<file path="src/rtl/sim_run_ctrl_if.sv">
// Run-controller bus: per-hart halt/exit-code inputs and run status outputs.
// master = run controller, slave = core/bench side.
interface sim_run_ctrl_if #(
  parameter int NHARTS = 4,
  parameter int CW     = 32
);
  logic [NHARTS-1:0]   halt;
  logic [8*NHARTS-1:0] halt_code;
  logic                dut_resetn;
  logic                done;
  logic                pass;
  logic                timed_out;
  logic [7:0]          exit_code;
  logic [CW-1:0]       cycles;
  logic [NHARTS-1:0]   halted_mask;

  modport master (
    input  halt, halt_code,
    output dut_resetn, done, pass, timed_out,
    output exit_code, cycles, halted_mask
  );

  modport slave (
    output halt, halt_code,
    input  dut_resetn, done, pass, timed_out,
    input  exit_code, cycles, halted_mask
  );
endinterface

</file>
<file path="src/rtl/sim_run_ctrl.sv">
// Run controller: sequences DUT reset (HOLD), watches per-hart halts (RUN),
// freezes results (DONE). Ports: clk, resetn (sync, active-low), bus (master).
module sim_run_ctrl #(
  parameter int NHARTS       = 4,
  parameter int RESET_CYCLES = 2,
  parameter int TIMEOUT      = 1000,
  parameter int CW           = 32,
  parameter int HALT_MODE    = 0
) (
  input  logic          clk,
  input  logic          resetn,
  sim_run_ctrl_if.master bus
);

  localparam int HW = (RESET_CYCLES > 1) ? $clog2(RESET_CYCLES) : 1;
  localparam logic [HW-1:0] HOLD_LAST = HW'(RESET_CYCLES - 1);
  localparam logic [CW-1:0] TMO_AT    = CW'(TIMEOUT - 1);

  typedef enum logic [1:0] {
    HOLD,
    RUN,
    DONE
  } state_t;

  state_t state, state_n;

  logic [HW-1:0]     hold_cnt;
  logic [7:0]        code_q [NHARTS];
  logic [NHARTS-1:0] mask_q;
  logic [NHARTS-1:0] mask_n;
  logic [NHARTS-1:0] fresh;
  logic [CW-1:0]     cyc_q;
  logic              rst_q;
  logic              done_q;
  logic              pass_q;
  logic              tmo_q;
  logic [7:0]        exit_q;

  logic [7:0] or_code;
  logic [7:0] first_code;
  logic [7:0] hit_code;
  logic       hit;
  logic       tmo;

  assign bus.dut_resetn  = rst_q;
  assign bus.done        = done_q;
  assign bus.pass        = pass_q;
  assign bus.timed_out   = tmo_q;
  assign bus.exit_code   = exit_q;
  assign bus.cycles      = cyc_q;
  assign bus.halted_mask = mask_q;

  always_ff @(posedge clk) begin
    if (!resetn) state <= HOLD;
    else         state <= state_n;
  end

  always_comb begin
    fresh      = bus.halt & ~mask_q;
    mask_n     = mask_q | bus.halt;
    or_code    = '0;
    first_code = '0;
    // A hart halting on this edge contributes its live code; others
    // contribute their latched first-halt code (zero if never halted).
    // Descending scan leaves the lowest halting hart in first_code.
    for (int i = NHARTS - 1; i >= 0; i--) begin
      or_code = or_code |
        (fresh[i] ? bus.halt_code[8*i +: 8] : code_q[i]);
      if (bus.halt[i]) first_code = bus.halt_code[8*i +: 8];
    end
    hit      = (HALT_MODE == 0) ? (&mask_n) : (|bus.halt);
    hit_code = (HALT_MODE == 0) ? or_code : first_code;
    tmo      = (TIMEOUT != 0) && (cyc_q == TMO_AT);
    state_n  = state;
    unique case (state)
      HOLD:    if (hold_cnt == HOLD_LAST) state_n = RUN;
      RUN:     if (hit || tmo) state_n = DONE;
      DONE:    state_n = DONE;
      default: state_n = HOLD;
    endcase
  end

  always_ff @(posedge clk) begin
    if (!resetn) begin
      hold_cnt <= '0;
      rst_q    <= 1'b0;
      done_q   <= 1'b0;
      pass_q   <= 1'b0;
      tmo_q    <= 1'b0;
      exit_q   <= '0;
      cyc_q    <= '0;
      mask_q   <= '0;
      for (int i = 0; i < NHARTS; i++) code_q[i] <= '0;
    end else begin
      rst_q <= (state_n != HOLD);
      if (state == HOLD) hold_cnt <= hold_cnt + 1'b1;
      if (state == RUN) begin
        if (~&cyc_q) cyc_q <= cyc_q + 1'b1;
        mask_q <= mask_n;
        for (int i = 0; i < NHARTS; i++)
          if (fresh[i]) code_q[i] <= bus.halt_code[8*i +: 8];
        if (hit) begin
          done_q <= 1'b1;
          exit_q <= hit_code;
          pass_q <= (hit_code == 8'h00);
        end else if (tmo) begin
          done_q <= 1'b1;
          tmo_q  <= 1'b1;
          exit_q <= 8'hFF;
          pass_q <= 1'b0;
        end
      end
    end
  end

endmodule

</file>
<file path="src/flat_wrapper.sv">
// flat-port wrapper written by rule: the top's interface ports become plain ports
module sim_run_ctrl_flat 
#(
  parameter int NHARTS       = 4,
  parameter int RESET_CYCLES = 2,
  parameter int TIMEOUT      = 1000,
  parameter int CW           = 32,
  parameter int HALT_MODE    = 0
)
  (clk, resetn, bus_halt, bus_halt_code, bus_dut_resetn, bus_done, bus_pass, bus_timed_out, bus_exit_code, bus_cycles, bus_halted_mask);
  sim_run_ctrl_if #(.NHARTS(NHARTS), .CW(CW)) bus_i ();
  input  logic clk;
  input  logic resetn;
  input wire logic [$bits(bus_i.halt)-1:0] bus_halt;
  input wire logic [$bits(bus_i.halt_code)-1:0] bus_halt_code;
  output wire logic [$bits(bus_i.dut_resetn)-1:0] bus_dut_resetn;
  output wire logic [$bits(bus_i.done)-1:0] bus_done;
  output wire logic [$bits(bus_i.pass)-1:0] bus_pass;
  output wire logic [$bits(bus_i.timed_out)-1:0] bus_timed_out;
  output wire logic [$bits(bus_i.exit_code)-1:0] bus_exit_code;
  output wire logic [$bits(bus_i.cycles)-1:0] bus_cycles;
  output wire logic [$bits(bus_i.halted_mask)-1:0] bus_halted_mask;
  assign bus_i.halt = bus_halt;
  assign bus_i.halt_code = bus_halt_code;
  assign bus_dut_resetn = bus_i.dut_resetn;
  assign bus_done = bus_i.done;
  assign bus_pass = bus_i.pass;
  assign bus_timed_out = bus_i.timed_out;
  assign bus_exit_code = bus_i.exit_code;
  assign bus_cycles = bus_i.cycles;
  assign bus_halted_mask = bus_i.halted_mask;
  sim_run_ctrl #(.NHARTS(NHARTS), .RESET_CYCLES(RESET_CYCLES), .TIMEOUT(TIMEOUT), .CW(CW), .HALT_MODE(HALT_MODE)) u_core (.clk(clk), .resetn(resetn), .bus(bus_i));
endmodule
</file>
<file path="config.mk">
export PLATFORM = sky130hd
export DESIGN_NAME = sim_run_ctrl_flat
export DESIGN_NICKNAME = d
export VERILOG_FILES = /design/src/rtl/sim_run_ctrl_if.sv /design/src/rtl/sim_run_ctrl.sv /design/src/flat_wrapper.sv
export SDC_FILE = /design/constraint.sdc
export NUM_CORES = 1
export LEC_CHECK = 0
export CAP_MARGIN = 20
export CORE_ASPECT_RATIO = 1.75
export CORE_MARGIN = 2
export CORE_UTILIZATION = 40
export CTS_CLUSTER_DIAMETER = 40
export CTS_CLUSTER_SIZE = 12
export DETAILED_ROUTE_END_ITERATION = 10
export HOLD_SLACK_MARGIN = 0.1
export PLACE_DENSITY = 0.76
export SLEW_MARGIN = 20
export SYNTH_ARGS = -nofsm -noshare
export SYNTH_HDL_FRONTEND = slang
export SYNTH_SLANG_ARGS = --single-unit
</file>
<file path="constraint.sdc">
create_clock -name clk -period 1.87 [get_ports clk]
set_input_delay 0.187 -clock clk [delete_from_list [all_inputs] [get_ports clk]]
set_output_delay 0.187 -clock clk [all_outputs]
set_load 0.02 [all_outputs]
</file>
# Word-level counts from Yosys, hierarchy flattened
# Memory sizes are Yosys's and may differ from the RTL's.
# Cells that the tools add are included.
[word_totals]
mem_bits_rw = 32
ff_bits = 51
memories = 1
output_inout_bits = 48
[classes]
add_sub_neg = 2
n_reduce_logical = 10
eq_ne = 3
bitwise_logic = 12
muxes = 34
[memory_table]
columns = ["name", "words", "word_bits", "rd", "rd_clocked_by_memory_dff", "wr", "line_no", "rtl"]
rows = [
  ["u_core.code_q", 4, 8, 4, 0, 4, "sim_run_ctrl.sv:28", "logic [7:0] code_q [NHARTS];"],
]
[ops]
columns = ["operator", "count"]
rows = [
  ["two-way mux 8 bit", 10],
  ["adder 32 x 1 -> 32 bit (second input constant)", 1],
  ["equality test 32 x 10 -> 1 bit (second input constant)", 1],
  ["AND reduction 32 bit", 1],
  ["bitwise OR 8 bit", 3],
  ["two-way mux 1 bit", 21],
  ["logical NOT 8 bit", 1],
  ["case mux 2 bit (3 select lines)", 1],
  ["AND 4 bit", 1],
  ["two-way mux 2 bit", 2],
  ["inverter 4 bit", 1],
  ["bitwise OR 1 bit", 4],
  ["bitwise OR 4 bit", 1],
  ["AND reduction 2 bit", 2],
  ["AND reduction 4 bit", 1],
  ["nonzero test 2 bit", 2],
  ["AND reduction 3 bit", 1],
  ["equality test 2 x 1 -> 1 bit (second input constant)", 1],
  ["equality test 2 bit (second input constant)", 1],
  ["logical NOT 2 bit", 1],
  ["inverter 1 bit", 2],
  ["adder 1 bit (second input constant)", 1],
  ["logical OR 1 bit", 1],
]

# Longest topological paths before layout
# Gate-level depths: netlist of run 1.
[logic_depth]
word_depth = 8
mapped_depth = 9
ltp_nobuf = 7

# Worst setup path before layout of run 1
# OpenSTA, ideal clock, no wires.
[synth_path]
kind = "reg2reg"
from = "register u_core.cyc_q[0] (netlist: u_core.bus.cycles[0])"
to = "register u_core.cyc_q[31] (netlist: u_core.bus.cycles[31])"
stages_incl_launch_ff = 10
required_ps = 1742
t_arrival_ps = 2011
slack_ps = -268
synth_period_minus_slack_ps = 2138
path_cell_list = "dfxtp_1 -> ha_1 -> nand2_1 -> nor4_4 -> and4_2 -> clkbuf_1 -> buf_2 -> nor4_1 -> xnor2_1 -> nor2_1"
[synth_between]
elab_chain_len = 3
[synth_rtl]
columns = ["item", "line_no", "rtl"]
rows = [
  ["start, declared", "sim_run_ctrl.sv:32", "logic [CW-1:0] cyc_q;"],
  ["start signal, assigned", "sim_run_ctrl.sv:98", "if (~&cyc_q) cyc_q <= cyc_q + 1'b1;"],
  ["branches (longest 3 deep; another with adder 32 x 1 -> 32 bit)", "-", ""],
]
# Several ways; the timed one is not identified.
# A chain may end at the register's enable or synchronous reset.

# Final worst setup path of run 1
[layout_path]
from = "register u_core.cyc_q[13] (netlist: u_core.bus.cycles[13])"
to = "register u_core.cyc_q[22] (netlist: u_core.bus.cycles[22])"
# Same word-level chain as after synthesis.

==> impl_metrics.json, run 1 <==
{
  "status": "finished, violations left",
  "failed_checks": "setup timing",
  "seqPwrFrac_pct": 44.2,
  "overflow": 0,
  "cts_buffer_depth": 2,
  "cts_hold_buf": 0,
  "required_ns": 2.14,
  "synthMuxAreaShare_pct": 8.10,
  "p_leak_uw": 0.00232,
  "sw_frac_of_total_pct": 22.8,
  "p_int_uw": 3500,
  "place.gp.congestion": 0.944,
  "r2r-start": "u_core.bus.cycles[13]$_SDFFE_PN0P_",
  "end_kind": "flip-flop",
  "cp_top_family": "simple AND/OR/NAND/NOR gates",
  "firstDrtPassIters": 6,
  "max_stage_delay_ns": 0.38,
  "grt_max_degree": 43,
  "p_per_area_nw_per_um2": 751,
  "ant_nets": 0,
  "tritoncts": "built",
  "start_util_pct": 40.7,
  "place.port_buffers": 85,
  "drive_gt1_share_pct": 26.1,
  "p_sw_uw": 1030,
  "cts.clk_slew.worst_paths_ns": 0.06,
  "n_fill_cell": 811,
  "cp_num_buf_inv": 0,
  "min_path_type": "flip-flop to flip-flop",
  "combPwrFrac_pct": 12.8,
  "setup_slack_ns": -0.0174,
  "die_x_um": 79.2,
  "synth_compound_area_share_pct": 7.94,
  "critPathSlowestCell": "or3_4",
  "finalNetCount": 593,
  "grt_pass1_wl_um": 18000,
  "dp_hpwl_um": 8990,
  "finalClockSkew_ns": 0.00656,
  "synth_flop_cell": "dfxtp_1",
  "syn_area_per_cell_sq_um": 10.1,
  "cts_buffers": 9,
  "yosysSeqAreaShare_pct": 50.1,
  "antenna_cells": 0,
  "fin_util_pct": 62.1,
  "synth_edf_count": 32,
  "syn-num-nets": 429,
  "min_from": "u_core.bus.pass$_SDFFE_PN0P_",
  "num_vias": 3644,
  "htreeDepth": 3,
  "yosysUniqueCellTypes": 44,
  "synth_cells": 390,
  "totalWireLength_um": 11800,
  "core_sq_um": 9730,
  "synth-adder-area-share_pct": 0.316,
  "vdd_drop_max_uv": 591,
  "rsz0062_at_grt": "true",
  "grt_pass1_vias": 3736,
  "yosys-top-cells-area": "dfxtp_1 (26%), edfxtp_1 (24%), mux2i_1 (8.1%)",
  "crit_path_start_kind": "flip-flop",
  "final_common_cell": "clkdlybuf4s50_1",
  "synth_top_area_share_pct": 25.8,
  "min_period_over_period_pct": 101,
  "grt_antenna_before_repair": 0,
  "synth_seq_cells": 83,
  "wl_per_cell_um": 17.2,
  "worstSkewPairLatency_ns": 0.33,
  "ios": 86,
  "worstPathArrival_ns": 2.16,
  "yosys.area_share.simple_pct": 26.1,
  "syn_to_final_growth_pct": 52.7,
  "slew_headroom_pct": 72.2,
  "async_flop_share_pct": 0,
  "synth_xor_area_share_pct": 5.31,
  "p_clk_share_pct": 43.0,
  "hold_violations": 0,
  "synth_top_family_by_area": "simple AND/OR/NAND/NOR gates",
  "drcViolationCount": 0,
  "track_usage_pct": 22.2,
  "cp_max_fo": 3,
  "vias_per_cell": 5.33,
  "mappedNetlistArea_sq_um": 3960,
  "cap_violations": 0,
  "final_cell_mix": "clkdlybuf4s50_1 (85), buf_4 (78), nor2_1 (50)",
  "critPathKind": "flip-flop to flip-flop",
  "synth_warnings": 0,
  "die_area_sq_um": 10700,
  "final.min_clock_period_ns": 1.89,
  "worst_slew_pin_slew_ns": 0.417,
  "clock-root-buffer": "clkbuf_16",
  "crit_chain": "nand4_4 > nor4_4 > nand3_2 > a211o_1 > or3_4 > a21oi_2",
  "die_h_um": 136,
  "clock.fmax_ghz": 0.530,
  "num_rows": 48,
  "drv_slew": 0,
  "setup_viol": 4,
  "startpoint": "u_core.bus.cycles[13]$_SDFFE_PN0P_",
  "drt_iter0_markers": 127,
  "cts_sinks": 83,
  "holdWs_ns": 0.498,
  "synth_top_cell_by_area": "dfxtp_1"
}
cells in the mapped netlist (2+ instances only):
cell      count
nor3_1       13
a211oi_1      3
a21oi_1      14
nor4b_1       2
and4_2        2
nand3_1       8
o21ai_0      13
xnor2_1      20
buf_2         3
nand4_1      18
nand2_1      22
o221a_2       8
nand2b_1      5
clkbuf_1     11
mux2i_1      32
dfxtp_1      51
and4_1        2
and2_1       33
xor2_1        4
edfxtp_1     32
and3_1        3
inv_1         3
nor2_1       50
nor4_1       12
or3_1         7
cells by family (layout without fill, tap and decap cells):
family / count (synthesis) / count (layout)
DFF: 83 / 83
muxes: 32 / 32
AOI/OAI and AO/OA: 45 / 45
and+or+nand+nor: 186 / 186
xor gates and xnor gates: 24 / 24
buffers and inverters: 19 / 188
adders and majority gates: 1 / 1
layer usage:
metal | part of all wire (%) | global-route usage, % | vias up
li1 | - | - | 1761
met1 | 34 | 21.5 | 1714
met2 | 56 | 42.2 | 126
met3 | 3.5 | 4.13 | 43
met4 | 5.7 | 13.4 | 0
met5 | 0 | 0 | -
metrics by stage:
step	total power, uW	setup WS (ns)	setup TNS [ns]	instance area (sq um)	std cells
floorplan	2300	0.00177	0	4000	390
global placement	2600	-0.118	-0.196	5560	662
detailed placement	2620	-0.168	-0.428	5560	662
CTS	4570	0.0000173	0	5920	679
global route	4680	-0.0928	-0.992	6040	684
finish	4540	-0.0174	-0.0478	6040	684
power by group through the flow:
stage               clock, uW  combinational [uW]  sequential, uW
floorplan                   0                 241            2060
global placement            0                 561            2040
detailed placement          0                 573            2050
CTS                      1990                 578            2010
global route             2060                 617            2010
finish                   1950                 580            2010
worst min-delay path: cells and delay by family, from the launching register on:
family           cells  cell delay, ns
AO/OA/AOI/OAI        1            0.07
flip-flops           1            0.32
AND/OR/NAND/NOR      1            0.06
worst paths after layout:
kind         cells after the start                                 end  slack (ns)
max                              6  u_core.bus.cycles[22]$_SDFFE_PN0P_       -0.02
min                              2        u_core.bus.pass$_SDFFE_PN0P_        0.50
max reg2reg                      6  u_core.bus.cycles[22]$_SDFFE_PN0P_       -0.02
min reg2reg                      2        u_core.bus.pass$_SDFFE_PN0P_        0.50
sequential cells by signal, summed over array words and instances (netlist names), 2 cells and up:
name	flops
u_core.bus.cycles	32
u_core.bus.exit_code	8
u_core.bus.halted_mask	4
u_core.state	2
u_core.code_q	32
what timing repair did:
action                     4_1_cts  5_1_grt
buffers inserted                 1        5
setup endpoints to repair       12       38
resized for setup                3       20
pin swaps                        0       14
layout make-up:
class / count / area [sq um] / area share (%)
Clock inverter: 4 / 71.3 / 1.18
Sequential cell: 83 / 2010 / 33.3
Clock buffer: 12 / 258 / 4.27
Multi-Input combinational cell: 288 / 2000 / 33.1
Inverter: 4 / 15.0 / 0.249
Timing Repair Buffer: 168 / 1530 / 25.3
Tap cell: 125 / 156 / 2.59
Power figures use the tool's default switching activity.
==> run 2, diff against run 1 <==
--- a/config.mk
+++ b/config.mk
@@ -7,7 +7,7 @@
 export LEC_CHECK = 0
 export CAP_MARGIN = 20
 export CORE_ASPECT_RATIO = 1.75
-export CORE_MARGIN = 2
+export CORE_MARGIN = 4
 export CORE_UTILIZATION = 40
 export CTS_CLUSTER_DIAMETER = 40
 export CTS_CLUSTER_SIZE = 12
==> run 2 against run 1 <==
  * The flow now finishes without violations
  * Fmax up 1.5%
  * First-iteration DRC count grew 67%
  * Total power shrank 3.2%
  * Setup slack improved by 0.027 ns
  * Global-route usage fell by 2.5 points
  * Register-to-register slack improved by 0.03 ns
  * Combinational power increased by 1%
  * Sequential share of layout area up 0.28 points
  * Critical path depth increased by 1
  * Clock-buffer cell count fell by 2
  * Largest cell class is now multi-input gates
==> impl_metrics.json, run 2 (same netlist as run 1, synthesis figures left out) <==
{
  "status": "complete, no violations",
  "crit_chain": "ha_4 > nand2_4 > nor4_4 > nand3_2 > a211o_1 > or3_1 > a21oi_2",
  "r2r_slack_ns": 0.01,
  "overflow": 0,
  "final_cell_area_sq_um": 5990,
  "setup_viol": 0,
  "p_leak_uw": 0.00226,
  "holdPathEnd": "u_core.bus.done$_SDFFE_PN0P_",
  "stdcell_count": 674,
  "r2r_cells": 7,
  "cts_sinks": 83,
  "cp_max_fo": 3,
  "htreeDepth": 3,
  "clock-root-buffer": "clkbuf_16",
  "num_vias": 3624,
  "antenna_cells": 0,
  "met1_length_um": 4090,
  "slew_headroom_pct": 73.2,
  "start_util_pct": 41.3,
  "final.min_clock_period_ns": 1.86,
  "place.gp.congestion": 0.880,
  "rr_endpoint": "u_core.bus.cycles[22]$_SDFFE_PN0P_",
  "finalNetCount": 586,
  "setup_tns_ns": 0,
  "rsz0062_at_grt": "true",
  "vdd_drop_max_uv": 558,
  "drcViolationCount": 0,
  "cts_buffer_depth": 2,
  "hold_violations": 0,
  "cts.clk_slew.worst_paths_ns": 0.06,
  "tritoncts": "built",
  "wl_per_cell_um": 17.4,
  "drt_iter0_markers": 212,
  "crit_path_start_kind": "flip-flop",
  "die_x_um": 83.2,
  "dpl_cell_area_sq_um": 5520,
  "placed_cells": 654,
  "required_ns": 2.15,
  "totalWireLength_um": 11700,
  "worstSkewPairLatency_ns": 0.34,
  "drv_slew": 0,
  "worst_slew_pin_slew_ns": 0.401,
  "grt_pass1_wl_um": 18000,
  "vias_per_cell": 5.38,
  "clock.fmax_ghz": 0.538,
  "min_period_over_period_pct": 99.5,
  "die_h_um": 140,
  "top_layer_used": "met4",
  "wl_met2_um": 6350,
  "final_cell_mix": "clkdlybuf4s50_1 (85), buf_4 (71), nor2_1 (49)",
  "critPathKind": "flip-flop to flip-flop",
  "n_fill_cell": 785,
  "end_kind": "flip-flop",
  "max_stage_delay_ns": 0.36,
  "min_from": "u_core.bus.done$_SDFFE_PN0P_",
  "ant_nets": 0,
  "critPathSlowestCell": "dfxtp_4",
  "finalClockSkew_ns": 0.00686,
  "dp_hpwl_um": 9020,
  "cts_buffers": 9,
  "syn_to_final_growth_pct": 51.5,
  "cap_violations": 0,
  "drive_gt1_share_pct": 26.8,
  "grt_antenna_before_repair": 0,
  "grt_max_degree": 29,
  "min_path_type": "flip-flop to flip-flop",
  "ios": 86,
  "place.port_buffers": 85,
  "grt_pass1_vias": 3740,
  "regArea_sq_um": 2010,
  "worstHoldPathCells": 2,
  "firstDrtPassIters": 5,
  "num_rows": 47,
  "p_total_uw": 4390,
  "multiInputGateArea_sq_um": 2030,
  "worstPathArrival_ns": 2.14,
  "track_usage_pct": 19.7,
  "core_sq_um": 9590,
  "die_area_sq_um": 11600,
  "dr_wl_met3_um": 577,
  "holdWs_ns": 0.477,
  "final_common_cell": "clkdlybuf4s50_1",
  "r2r-start": "u_core.bus.cycles[0]$_SDFFE_PN0P_",
  "p_per_area_nw_per_um2": 733
}
==> run 2: critical path: cells and delay by family, from the launching register on <==
family | cells | cell delay, ns
AO/OA/AOI/OAI | 2 | 0.45
flip-flops | 1 | 0.36
adder cells (fa/ha/maj) | 1 | 0.14
AND/OR/NAND/NOR | 4 | 0.84
==> run 2: timing repair <==
item | in CTS | in global routing
setup endpoints to repair | 7 | 33
resized for setup | 5 | 25
cloned | 0 | 0
hold buffers | 0 | 0
buffers inserted | 0 | 4
pin swaps | 0 | 14
==> run 2: cell type report <==
class,instances,share of cell area (%)
repair buffers,161,24.6
flip-flops and latches,83,33.6
well taps,122,2.55
inverters,4,0.251
multi-input cells,288,33.9
clock buffers,10,3.99
clock inverters,6,1.07
==> run 2: power breakdown <==
part           switching (uW)  total (uW)  internal, uW
Sequential               39.5        2000          1960
Clock                     733        1800          1070
Combinational             294         587           294
==> run 2: layer usage <==
layer / vias to the layer above / GRT usage, %
met4: 0 / 14.0
met1: 1699 / 19.4
met3: 42 / 3.73
met2: 141 / 36.2
li1: 1742 / -
met5: - / 0
==> run 2: how the worst max path moves through the flow <==
| stage | from | end | depth (start not counted) |
|---|---|---|---|
| after floorplan | u_core.bus.cycles[5]$_SDFFE_PN0P_ | u_core.bus.cycles[22]$_SDFFE_PN0P_ | 6 |
| after global placement | bus_halt[2] | u_core.bus.pass$_SDFFE_PN0P_ | 8 |
| after detailed placement | bus_halt[2] | u_core.bus.pass$_SDFFE_PN0P_ | 8 |
| after CTS | u_core.bus.cycles[13]$_SDFFE_PN0P_ | u_core.bus.cycles[22]$_SDFFE_PN0P_ | 6 |
| after global routing | u_core.bus.cycles[0]$_SDFFE_PN0P_ | u_core.bus.cycles[22]$_SDFFE_PN0P_ | 7 |
| final | u_core.bus.cycles[0]$_SDFFE_PN0P_ | u_core.bus.cycles[22]$_SDFFE_PN0P_ | 7 |
==> run 2: through the flow <==
| stage | setup slack (ns) | util (%) |
|---|---|---|
| after floorplan | 0.00177 | - |
| after global placement | -0.169 | 57.6 |
| after detailed placement | -0.217 | 57.6 |
| after CTS | 0.0112 | 61.0 |
| after global routing | -0.0703 | 62.5 |
| final | 0.00981 | 62.5 |
==> run 3, diff against run 2 <==
--- a/config.mk
+++ b/config.mk
@@ -13,7 +13,7 @@
 export CTS_CLUSTER_SIZE = 12
 export DETAILED_ROUTE_END_ITERATION = 10
 export HOLD_SLACK_MARGIN = 0.1
-export PLACE_DENSITY = 0.76
+export PLACE_DENSITY = 0.73
 export SLEW_MARGIN = 20
 export SYNTH_ARGS = -nofsm -noshare
 export SYNTH_HDL_FRONTEND = slang
==> constraint.sdc (replaced) <==
create_clock -name clk -period 2.13 [get_ports clk]
set_input_delay 0.213 -clock clk [delete_from_list [all_inputs] [get_ports clk]]
set_output_delay 0.213 -clock clk [all_outputs]
set_load 0.02 [all_outputs]
==> run 3 against run 2 <==
  * Via count fell by 6.2%
  * Total power decreased by 8.8%
  * Critical path depth down 1
  * Critical endpoint unchanged
  * Largest power group is now clock
  * Critical path type unchanged
==> impl_metrics.json, run 3 (same netlist as run 1, synthesis figures left out) <==
{
  "worst_slew_pin_slew_ns": 0.636,
  "crit_path_start_kind": "flip-flop",
  "final_common_cell": "clkdlybuf4s50_1",
  "r2r_slack_ns": 0.13,
  "pre_cts_slack_ns": 0.00290,
  "p_sw_uw": 912,
  "critPathKind": "flip-flop to flip-flop",
  "setup_slack_ns": 0.126,
  "wl_per_cell_um": 17.3,
  "hold_violations": 0,
  "min_path_type": "flip-flop to flip-flop",
  "totalWireLength_um": 10900,
  "end_kind": "flip-flop",
  "r2r-start": "u_core.bus.cycles[6]$_SDFFE_PN0P_",
  "grt_pass1_wl_um": 17100,
  "holdWs_ns": 0.473,
  "track_usage_pct": 18.6,
  "drcViolationCount": 0,
  "overflow": 0,
  "worstSkewPairLatency_ns": 0.34,
  "n_fill_cell": 829,
  "grt_pass1_vias": 3458,
  "num_rows": 47,
  "htreeDepth": 3,
  "place.gp.congestion": 0.929,
  "core_sq_um": 9590,
  "setup_viol": 0,
  "min_period_over_period_pct": 94.1,
  "cp_max_fo": 6,
  "p_total_uw": 4010,
  "startpoint": "u_core.bus.cycles[6]$_SDFFE_PN0P_",
  "ios": 86,
  "min_from": "u_core.bus.done$_SDFFE_PN0P_",
  "antenna_cells": 0,
  "vias_per_cell": 5.40,
  "place.port_buffers": 85,
  "ant_nets": 0,
  "dp_hpwl_um": 8530,
  "multiInputGateArea_sq_um": 1910,
  "setup_tns_ns": 0,
  "seqPwrFrac_pct": 44.0,
  "clock-root-buffer": "clkbuf_16",
  "rsz0062_at_grt": "false",
  "p_clk_share_pct": 44.3,
  "drive_gt1_share_pct": 13.8,
  "firstDrtPassIters": 4,
  "syn_to_final_growth_pct": 39.5,
  "cts_sinks": 83,
  "start_util_pct": 41.3,
  "tritoncts": "built",
  "status": "complete, no violations",
  "die_x_um": 83.2,
  "final.min_clock_period_ns": 2.00,
  "cap_violations": 0,
  "cts_buffer_depth": 2,
  "slew_headroom_pct": 57.5,
  "drv_slew": 0,
  "fin_util_pct": 57.6,
  "clock.fmax_ghz": 0.499,
  "worstPathArrival_ns": 2.27,
  "grt_antenna_before_repair": 0,
  "cts_hold_buf": 0,
  "final_cell_mix": "clkdlybuf4s50_1 (85), nor2_1 (50), dfxtp_1 (50)",
  "required_ns": 2.40,
  "p_per_area_nw_per_um2": 727,
  "p_int_uw": 3100,
  "die_h_um": 140,
  "num_vias": 3399,
  "grt_max_degree": 23,
  "finalClockSkew_ns": 0.00315,
  "regArea_sq_um": 1980,
  "sw_frac_of_total_pct": 22.7,
  "p_leak_uw": 0.00202,
  "finalNetCount": 542,
  "die_area_sq_um": 11600,
  "cts_buffers": 9,
  "cts.clk_slew.worst_paths_ns": 0.06,
  "drt_iter0_markers": 131,
  "vdd_drop_max_uv": 533,
  "cts_setup_buffers": 0,
  "combPwrFrac_pct": 11.7
}
[run 3: critical path, cell delays in order (launching register included)]
cell	delay [ns]
dfxtp_1	0.44
nand4_2	0.21
nor4_4	0.35
nand3_2	0.15
a211o_1	0.30
or3_1	0.35
a21oi_1	0.14
[run 3: metal layers]
metal / vias up / GRT usage, % / share of wire (%) / wire, um
met5: - / 0 / 0 / 0
met1: 1600 / 18.3 / 36 / 3960
met4: 0 / 8.18 / 3.0 / 323
met3: 19 / 2.90 / 4.9 / 535
met2: 126 / 37.0 / 56 / 6090
li1: 1654 / - / - / -
[run 3: cell type report]
type / instances / share of cell area [%]
Sequential cell: 83 / 35.9
Multi-Input combinational cell: 288 / 34.6
Timing Repair Buffer: 117 / 20.2
Clock buffer: 9 / 4.08
Tap cell: 122 / 2.77
Clock inverter: 7 / 2.09
Inverter: 4 / 0.272
[run 3: worst paths after layout]
kind | depth (start not counted) | to
min reg2reg | 2 | u_core.bus.done$_SDFFE_PN0P_
max | 6 | u_core.bus.cycles[22]$_SDFFE_PN0P_
min | 2 | u_core.bus.done$_SDFFE_PN0P_
max reg2reg | 6 | u_core.bus.cycles[22]$_SDFFE_PN0P_
[run 3: stage by stage]
stage,instance area (sq um),std cells
floorplan,3960,390
global placement,5160,614
detailed placement,5160,614
CTS,5500,630
global route,5520,630
finish,5520,630
[run 3: repair_timing]
item / 4_1_cts / 5_1_grt
endpoints found under the hold margin: 0 / 0
setup endpoints to repair: 0 / 22
resized for setup: 0 / 5
[run 3: power groups by stage]
stage          registers [uW]  clock network (uW)  logic, uW
3_5_place_dp             1800                   0        470
5_1_grt                  1770                1860        504
2_1_floorplan            1810                   0        210
6_report                 1760                1780        469
4_1_cts                  1760                1800        472
3_3_place_gp             1790                   0        464
